**config.mk**
```make
export PLATFORM = sky130hd
export DESIGN_NAME = btn_ctrl
export DESIGN_NICKNAME = d
export VERILOG_FILES = /design/src/rtl/btn_ctrl.sv
export SDC_FILE = /design/constraint.sdc
export NUM_CORES = 1
export LEC_CHECK = 0
export CORE_MARGIN = 2
export CORE_UTILIZATION = 50
export CTS_CLUSTER_SIZE = 24
export DETAILED_ROUTE_END_ITERATION = 10
export PLACE_DENSITY_LB_ADDON = 0.15
export SLEW_MARGIN = 10
export SYNTH_ARGS = -nofsm -noshare
export SYNTH_HDL_FRONTEND = slang
export SYNTH_SLANG_ARGS = --single-unit
```
**constraint.sdc**
```tcl
create_clock -name clk_i -period 6.35 [get_ports clk_i]
set_input_delay 1.27 -clock clk_i [delete_from_list [all_inputs] [get_ports clk_i]]
set_output_delay 1.27 -clock clk_i [all_outputs]
set_load 0.05 [all_outputs]
```
**src/rtl/btn_ctrl.sv**
```systemverilog
// btn_ctrl: debounced front-end for three push buttons (mode, set, reset)
// driving a three-state one-hot mode selector.
//
// Optional build macro: BTN_CTRL_SYNC_EN
//   defined   -> each raw button passes through a two-flop synchronizer
//                (2 extra cycles before the debouncer)
//   undefined -> raw buttons feed the debouncers directly
//
// Mode sequence: CNT_EN (100) -> LRU_WR (010) -> LRU_RD (001) -> CNT_EN.
// A debounced mode press is ignored while set or module-reset is held.

// Single-button debouncer: the output follows the input only after the
// input has disagreed with it for DEBOUNCE_CYCLES consecutive cycles.
module btn_ctrl_debounce #(
    parameter int unsigned DEBOUNCE_CYCLES = 1000000
) (
    input  logic clk_i,
    input  logic rst_i,
    input  logic din_i,
    output logic dout_o
);

    localparam int unsigned CNT_W = (DEBOUNCE_CYCLES > 1) ? $clog2(DEBOUNCE_CYCLES) : 1;
    localparam logic [CNT_W-1:0] CNT_MAX = CNT_W'(DEBOUNCE_CYCLES - 1);

    logic [CNT_W-1:0] cnt_q;
    logic             level_q;

    // Count consecutive disagreeing samples; toggle once the run is long enough.
    always_ff @(posedge clk_i) begin
        if (rst_i) begin
            cnt_q   <= '0;
            level_q <= 1'b0;
        end else if (din_i == level_q) begin
            cnt_q <= '0;
        end else if (cnt_q == CNT_MAX) begin
            cnt_q   <= '0;
            level_q <= ~level_q;
        end else begin
            cnt_q <= cnt_q + CNT_W'(1);
        end
    end

    assign dout_o = level_q;

endmodule

module btn_ctrl #(
    parameter int unsigned DEBOUNCE_CYCLES = 1000000
) (
    input  logic       clk_i,
    input  logic       rst_i,
    input  logic       btn_mode_i,
    input  logic       btn_set_i,
    input  logic       btn_rst_i,
    output logic [2:0] state_o,
    output logic       set_o,
    output logic       mod_rst_o,
    output logic       mode_chg_o
);

    // One-hot mode codes; the state register holds these directly.
    localparam logic [2:0] ST_CNT_EN = 3'b100;
    localparam logic [2:0] ST_LRU_WR = 3'b010;
    localparam logic [2:0] ST_LRU_RD = 3'b001;

    // Button vector ordering: [0] mode, [1] set, [2] module reset.
    logic [2:0] btn_raw;
    logic [2:0] btn_stage;
    logic [2:0] btn_db;

    assign btn_raw = {btn_rst_i, btn_set_i, btn_mode_i};

`ifdef BTN_CTRL_SYNC_EN
    logic [2:0] sync_p0;
    logic [2:0] sync_p1;

    // Two-flop synchronizer bringing the asynchronous buttons into clk_i.
    always_ff @(posedge clk_i) begin
        if (rst_i) begin
            sync_p0 <= '0;
            sync_p1 <= '0;
        end else begin
            sync_p0 <= btn_raw;
            sync_p1 <= sync_p0;
        end
    end

    assign btn_stage = sync_p1;
`else
    assign btn_stage = btn_raw;
`endif

    btn_ctrl_debounce #(
        .DEBOUNCE_CYCLES(DEBOUNCE_CYCLES)
    ) u_db_mode (
        .clk_i (clk_i),
        .rst_i (rst_i),
        .din_i (btn_stage[0]),
        .dout_o(btn_db[0])
    );

    btn_ctrl_debounce #(
        .DEBOUNCE_CYCLES(DEBOUNCE_CYCLES)
    ) u_db_set (
        .clk_i (clk_i),
        .rst_i (rst_i),
        .din_i (btn_stage[1]),
        .dout_o(btn_db[1])
    );

    btn_ctrl_debounce #(
        .DEBOUNCE_CYCLES(DEBOUNCE_CYCLES)
    ) u_db_rst (
        .clk_i (clk_i),
        .rst_i (rst_i),
        .din_i (btn_stage[2]),
        .dout_o(btn_db[2])
    );

    logic [2:0] state_q;
    logic [2:0] state_nxt;
    logic       mode_prev_q;
    logic       mode_chg_q;
    logic       mode_rise;
    logic       mode_adv;

    // A held set/reset button swallows the mode press rather than deferring it.
    assign mode_rise = btn_db[0] & ~mode_prev_q;
    assign mode_adv  = mode_rise & ~btn_db[1] & ~btn_db[2];

    // Successor in the wrap-around mode ring; unknown codes recover to CNT_EN.
    always_comb begin
        state_nxt = ST_CNT_EN;
        case (state_q)
            ST_CNT_EN: state_nxt = ST_LRU_WR;
            ST_LRU_WR: state_nxt = ST_LRU_RD;
            ST_LRU_RD: state_nxt = ST_CNT_EN;
            default:   state_nxt = ST_CNT_EN;
        endcase
    end

    // Mode register, edge-detect history and the one-cycle change strobe.
    always_ff @(posedge clk_i) begin
        if (rst_i) begin
            state_q     <= ST_CNT_EN;
            mode_prev_q <= 1'b0;
            mode_chg_q  <= 1'b0;
        end else begin
            mode_prev_q <= btn_db[0];
            mode_chg_q  <= mode_adv;
            if (mode_adv) begin
                state_q <= state_nxt;
            end
        end
    end

    assign state_o    = state_q;
    assign set_o      = btn_db[1];
    assign mod_rst_o  = btn_db[2];
    assign mode_chg_o = mode_chg_q;

endmodule
```
==> qor.yml, run 1 <==
critical_path:
  slowest_delay_ns: 0.82
  critPathLaunchType: "register"
  crit_family: "buffers and inverters"
  crit_path_cell_trace: "clkdlybuf4s50_1"
  critPathRequiredTime_ns: 5.08
  crit_type: "register to output pin"
  slowest_stage: "clkdlybuf4s50_1"
  crit_buf_inv: 1
  arrival_ns: 1.56
  rrSetupSlack_ns: 3.92
  critPathMaxFanout: 4
  endpoint_kind: "output pin"
finish:
  area_growth_pct: 11.5
  num_antenna_cells: 0
  fin_nets: 371
  drive_gt1_share_pct: 7.34
  fin_util_pct: 57.9
  stdcell_count: 443
yosys:
  yosys_warnings: 0
  synth_cell_types: 45
  yosys.area.top_type_share_pct: 44.2
  yosysSeqAreaShare_pct: 44.2
  syn-num-nets: 358
  ys.flop_type: "dfxtp_1"
  synthCells: 350
  ys_ff_latch: 68
  avgSynthCellArea_um2: 8.79
  synth.cell_area_um2: 3080
  async_flop_share_pct: 0
  synth_area_leader_cell: "dfxtp_1"
  synth_edf_count: 0
  synthTopCellsByArea: "dfxtp_1 44%, xnor2_1 10%, nor2_1 8.1%"
sta:
  slew_viol_final: 0
  hold_viol: 0
  worstMarginPinSlew_ns: 1.08
  fmax_ghz: 0.353
  layout_worst_path_cycle_share_pct: 44.5
  setup_tns_ns: 0
  slew_headroom_pct: 27.8
  holdWs_ns: 0.472
  rsz0062_at_grt: "false"
  skew_ns: 0.00999
  period_minus_slack_ns: 2.83
  report.final.setup_viol: 0
routing:
  wl_um: 5610
  dr.pass1.iters: 4
  drc: 0
  vias: 2463
  wl_per_cell_um: 12.7
  viasPerCell: 5.56
  ant_nets: 0
  first_iter_violations: 88
placed_design:
  portBuffers: 10
  globalplace.congestion: 0.797
  dp_hpwl_um: 3810
  dpl.cell_count: 427
cts:
  clock-sinks: 68
  clock_latency_ns: 0.34
  cts-root-buf: "clkbuf_8"
  ctsLongestPathBuffers: 2
  post_cts_buffers: 0
  cts_tree: "done"
  numCtsBuffers: 9
  postCtsResizedCells: 0
  htree_levels: 3
  clkTransAtPathRegs_ns: 0.08
  postCtsHoldBufs: 0
power_and_ir_drop:
  ir_drop_mv: 0.126
  p_leak_nw: 1.01
  total_power_mw: 0.809
  p_per_area_nw_per_um2: 236
floorplan:
  num_rows: 28
  die_h_um: 82.4
  ios: 11
  die-area_um2: 6800
  start_util_pct: 52.0
  core_um2: 5920
  die_w_um: 82.4
global_route:
  grt_max_degree: 20
  grt_pass1_wl_um: 9500
  antenna_found_initial: 0
  gr-total-overflow: 0
  grt_pass1_vias: 2137
  grt_use_total_pct: 18.3
run:
  drv_cap: 0
outcome:
  status: "completed"
hold_path:
  hp-class: "register to register"
[layout by cell type (no fill, tap or decap), types with 3 or more instances in the layout]
| cell | n |
|---|---|
| mux2i_1 | 3 |
| or2_2 | 3 |
| nor4_1 | 13 |
| a21oi_1 | 10 |
| dfxtp_1 | 68 |
| nand2b_1 | 3 |
| nand4_1 | 14 |
| clkbuf_8 | 11 |
| or4b_1 | 3 |
| o21ai_0 | 5 |
| xnor2_1 | 35 |
| clkdlybuf4s50_1 | 10 |
| nand3_1 | 20 |
| and3_1 | 3 |
| ha_1 | 3 |
| xor2_1 | 10 |
| o221ai_1 | 4 |
| nand2_1 | 13 |
| or4_1 | 8 |
| nor3_1 | 16 |
| inv_1 | 12 |
| nor2_1 | 66 |
| o31ai_1 | 5 |
[through the flow]
stage | instance area (um^2) | setup slack, ns
6_report | 3430 | 3.52
5_1_grt | 3430 | 3.46
3_5_place_dp | 3230 | 3.26
4_1_cts | 3430 | 3.49
3_3_place_gp | 3230 | 3.30
2_1_floorplan | 3080 | 4.09
[power breakdown]
group	internal (mW)	leakage, nW	switching (mW)
clock	0.202	0.102	0.161
sequential	0.428	0.548	0.00227
combinational	0.00564	0.356	0.0101
[synthesized netlist by cell type, types with 4 or more instances]
cell type,count
dfxtp_1,68
o31ai_1,5
inv_1,12
nor2_1,66
clkbuf_1,5
o221ai_1,4
o21ai_0,5
xor2_1,10
nor4_1,13
nand4_1,14
nand2_1,13
xnor2_1,35
nand3_1,20
a21oi_1,10
or4_1,8
nor3_1,16
[cell type report]
class,count,area (um^2)
timing repair buffer,10,100
tap,75,93.8
inverter,12,45.0
sequential,68,1360
clock inverter,4,47.5
clock buffer,12,155
multi-input combinational,262,1630
fill,533,2490
[path summary, 6_finish.rpt]
| path | from | end | depth (start not counted) |
|---|---|---|---|
| worst max-delay path | u_db_set.dout_o | set_o | 1 |
| worst min-delay path | u_db_rst.cnt_q[0] | u_db_rst.cnt_q[0] | 1 |
| worst max register to register | u_db_rst.cnt_q[0] | u_db_rst.cnt_q[10] | 5 |
| worst min register to register | u_db_rst.cnt_q[0] | u_db_rst.cnt_q[0] | 1 |
[registers in the layout, indices dropped and copies added (netlist names)]
register          count
u_db_set.dout_o       1
u_db_rst.dout_o       1
u_db_mode.dout_o      1
state_o               3
u_db_rst.cnt_q       20
mode_chg_o            1
u_db_set.cnt_q       20
mode_prev_q           1
u_db_mode.cnt_q      20
[per-layer routing]
| metal | routed length, um | vias up | global-route usage, % |
|---|---|---|---|
| met3 | 142 | 9 | 3.91 |
| li1 | - | 1268 | - |
| met1 | 2870 | 1161 | 24.4 |
| met4 | 116 | 0 | 10.0 |
| met5 | 0 | - | 0 |
| met2 | 2480 | 25 | 27.3 |
[cell families (layout without fill, tap and decap cells)]
kind of cell | after synthesis | count (layout) | synth area share [%]
flip-flops | 68 | 68 | 44.2
buffers and inverters | 20 | 38 | 2.85
AND/OR/NAND/NOR | 180 | 180 | 31.1
adder cells (fa/ha/maj) | 3 | 3 | 1.22
XOR/XNOR | 45 | 45 | 12.8
multiplexers | 3 | 3 | 0.976
AO/OA/AOI/OAI | 31 | 31 | 6.83
(Power assumes the default switching activity.)
==> run 2: changes to the inputs <==
- clock period: 6.35 -> 2.5 ns (I/O delays scaled with it)
==> qor.yml, run 2 (synthesis gave the netlist of run 1 again) <==
power_and_ir_drop:
  power_frac_seq_pct: 55.3  # +2.1 points
  p_sw_share_pct: 20.6  # -0.85 points
  p_clk_share_pct: 42.3  # -2.5 points
  power_frac_comb_pct: 2.4  # +0.4 points
  ir_drop_mv: 0.301  # +140%
  p_per_area_nw_per_um2: 569  # +140%
  p_leak_nw: 1.04  # +3.3%
  total_power_mw: 1.98  # +140%
  p_switching_mw: 0.407  # +130%
  intPower_mw: 1.57  # +150%
sta:
  holdWs_ns: 0.464  # -0.00728 ns
  setup_tns_ns: 0  # unchanged
  slew_viol_final: 0  # unchanged
  hold_viol: 0  # unchanged
  slew_headroom_pct: 61.2  # +33 points
  fmax_ghz: 0.471
  period_minus_slack_ns: 2.12
  skew_ns: 0.00547  # -0.00452 ns
  rsz0062_at_grt: "false"
  layout_worst_path_cycle_share_pct: 84.9
  worstMarginPinSlew_ns: 0.577  # -0.499 ns
  report.final.setup_viol: 0  # unchanged
placed_design:
  globalplace.congestion: 0.816  # +2.3%
  portBuffers: 10  # unchanged
  dp_hpwl_um: 3960  # +3.9%
cts:
  numCtsBuffers: 9  # unchanged
  clkTransAtPathRegs_ns: 0.07  # about the same
  ctsLongestPathBuffers: 2  # unchanged
  post_cts_buffers: 0  # unchanged
  htree_levels: 3  # unchanged
  cts_tree: "done"
  clock-sinks: 68  # unchanged
  clock_latency_ns: 0.33  # about the same
  postCtsResizedCells: 0  # unchanged
  cts-root-buf: "clkbuf_8"
  postCtsHoldBufs: 0  # unchanged
routing:
  viasPerCell: 5.54  # -0.28%
  wl_per_cell_um: 12.5  # -1.3%
  drc: 0  # unchanged
  wl_um: 5620  # +0.29%
  dr.pass1.iters: 4  # unchanged
  first_iter_violations: 85  # -3.4%
  vias: 2495  # +1.3%
  ant_nets: 0  # unchanged
global_route:
  met1_usage_pct: 23.9  # -0.51 points
  gr-max-usage-layer: "met2"
  antenna_found_initial: 0  # unchanged
  use_met2_pct: 28.5  # +1.1 points
  grt_pass1_vias: 2259  # +5.7%
  grt_max_degree: 20  # unchanged
  grt_pass1_wl_um: 9680  # +1.9%
  gr-total-overflow: 0  # unchanged
  globalRouteMet3Util_pct: 6.85  # +2.9 points
  grt_use_total_pct: 18.6  # +0.32 points
finish:
  top_regs: "u_db_mode.cnt_q: 20 flops, u_db_rst.cnt_q: 20 flops, u_db_set.cnt_q: 20 flops"
  area_growth_pct: 13.0
  final_common_cell: "dfxtp_1"
  num_antenna_cells: 0  # unchanged
  drive_gt1_share_pct: 9.07  # +1.7 points
  fin_util_pct: 58.7  # +0.76 points
  final_cell_mix: "68 x dfxtp_1, 66 x nor2_1, 35 x xnor2_1"
  fin_nets: 379  # +2.2%
floorplan:
  start_util_pct: 52.0  # unchanged
  die_w_um: 82.4  # unchanged
  core_um2: 5920  # unchanged
  die_h_um: 82.4  # unchanged
  die-area_um2: 6800  # unchanged
  ios: 11  # unchanged
  num_rows: 28  # unchanged
critical_path:
  rrSetupSlack_ns: 0.38  # -3.54 ns
  critPathLaunchType: "register"
  arrival_ns: 2.34  # +0.78 ns
  critPathRequiredTime_ns: 2.72  # -2.36 ns
  endpoint_kind: "register"
  slowest_stage: "or4b_2"
  crit_type: "register to register"
  crit_path_cell_trace: "or4b_2, or4_4, o21ai_4, buf_4, nor2_1"
  critPathMaxFanout: 19  # +15
  crit_buf_inv: 1  # unchanged
  crit_family: "simple AND/OR/NAND/NOR gates"
  slowest_delay_ns: 0.66  # -0.16 ns
outcome:
  status: "completed"
run:
  drv_cap: 0  # unchanged
hold_path:
  hp-class: "register to register"
run 2: cell types whose count changed in the layout (fill, tap and decap cells not counted), sizes merged:
cell,change
buf,+8
clkbuf,+2
bufinv,-1
clkinv,-1
clkinvlp,-1
run 2: power groups by stage:
stage	sequential (mW)	clock, mW	combinational (mW)
global placement	1.12	0	0.0474
finish	1.09	0.837	0.0474
detailed placement	1.12	0	0.0475
global route	1.09	0.918	0.0542
floorplan	1.12	0	0.0286
CTS	1.09	0.869	0.0482
run 2: worst paths after layout:
path	start	end	depth (start not counted)
worst max register to register	u_db_mode.cnt_q[12]	u_db_mode.cnt_q[9]	5
worst max-delay path	u_db_mode.cnt_q[12]	u_db_mode.cnt_q[9]	5
worst min register to register	u_db_rst.cnt_q[0]	u_db_rst.cnt_q[0]	1
worst min-delay path	u_db_rst.cnt_q[0]	u_db_rst.cnt_q[0]	1
run 2: worst register-to-register path, stage by stage (launching register included):
cell	delay, ns
dfxtp_1	0.37
or4b_2	0.66
or4_4	0.54
o21ai_4	0.13
buf_4	0.23
nor2_1	0.08
run 2: layer usage:
| layer | vias to the layer above | part of all wire [%] |
|---|---|---|
| li1 | 1284 | - |
| met5 | - | 0 |
| met3 | 10 | 3.5 |
| met4 | 0 | 1.4 |
| met1 | 1167 | 50 |
| met2 | 34 | 45 |
run 2: area by class of cell:
type	instances	area, um^2
Clock inverter	1	5.00
Inverter	12	45.0
Clock buffer	14	183
Tap cell	75	93.8
Timing Repair Buffer	18	160
Sequential cell	68	1360
Fill cell	550	2440
Multi-Input combinational cell	262	1630
run 2: through the flow:
| stage | cell area, um^2 | instances | setup WS [ns] |
|---|---|---|---|
| final | 3480 | 450 | 0.379 |
| after global routing | 3480 | 450 | 0.307 |
| after CTS | 3480 | 450 | 0.383 |
| after detailed placement | 3290 | 435 | 0.398 |
| after global placement | 3290 | 435 | 0.422 |
| after floorplan | 3080 | 350 | 0.459 |
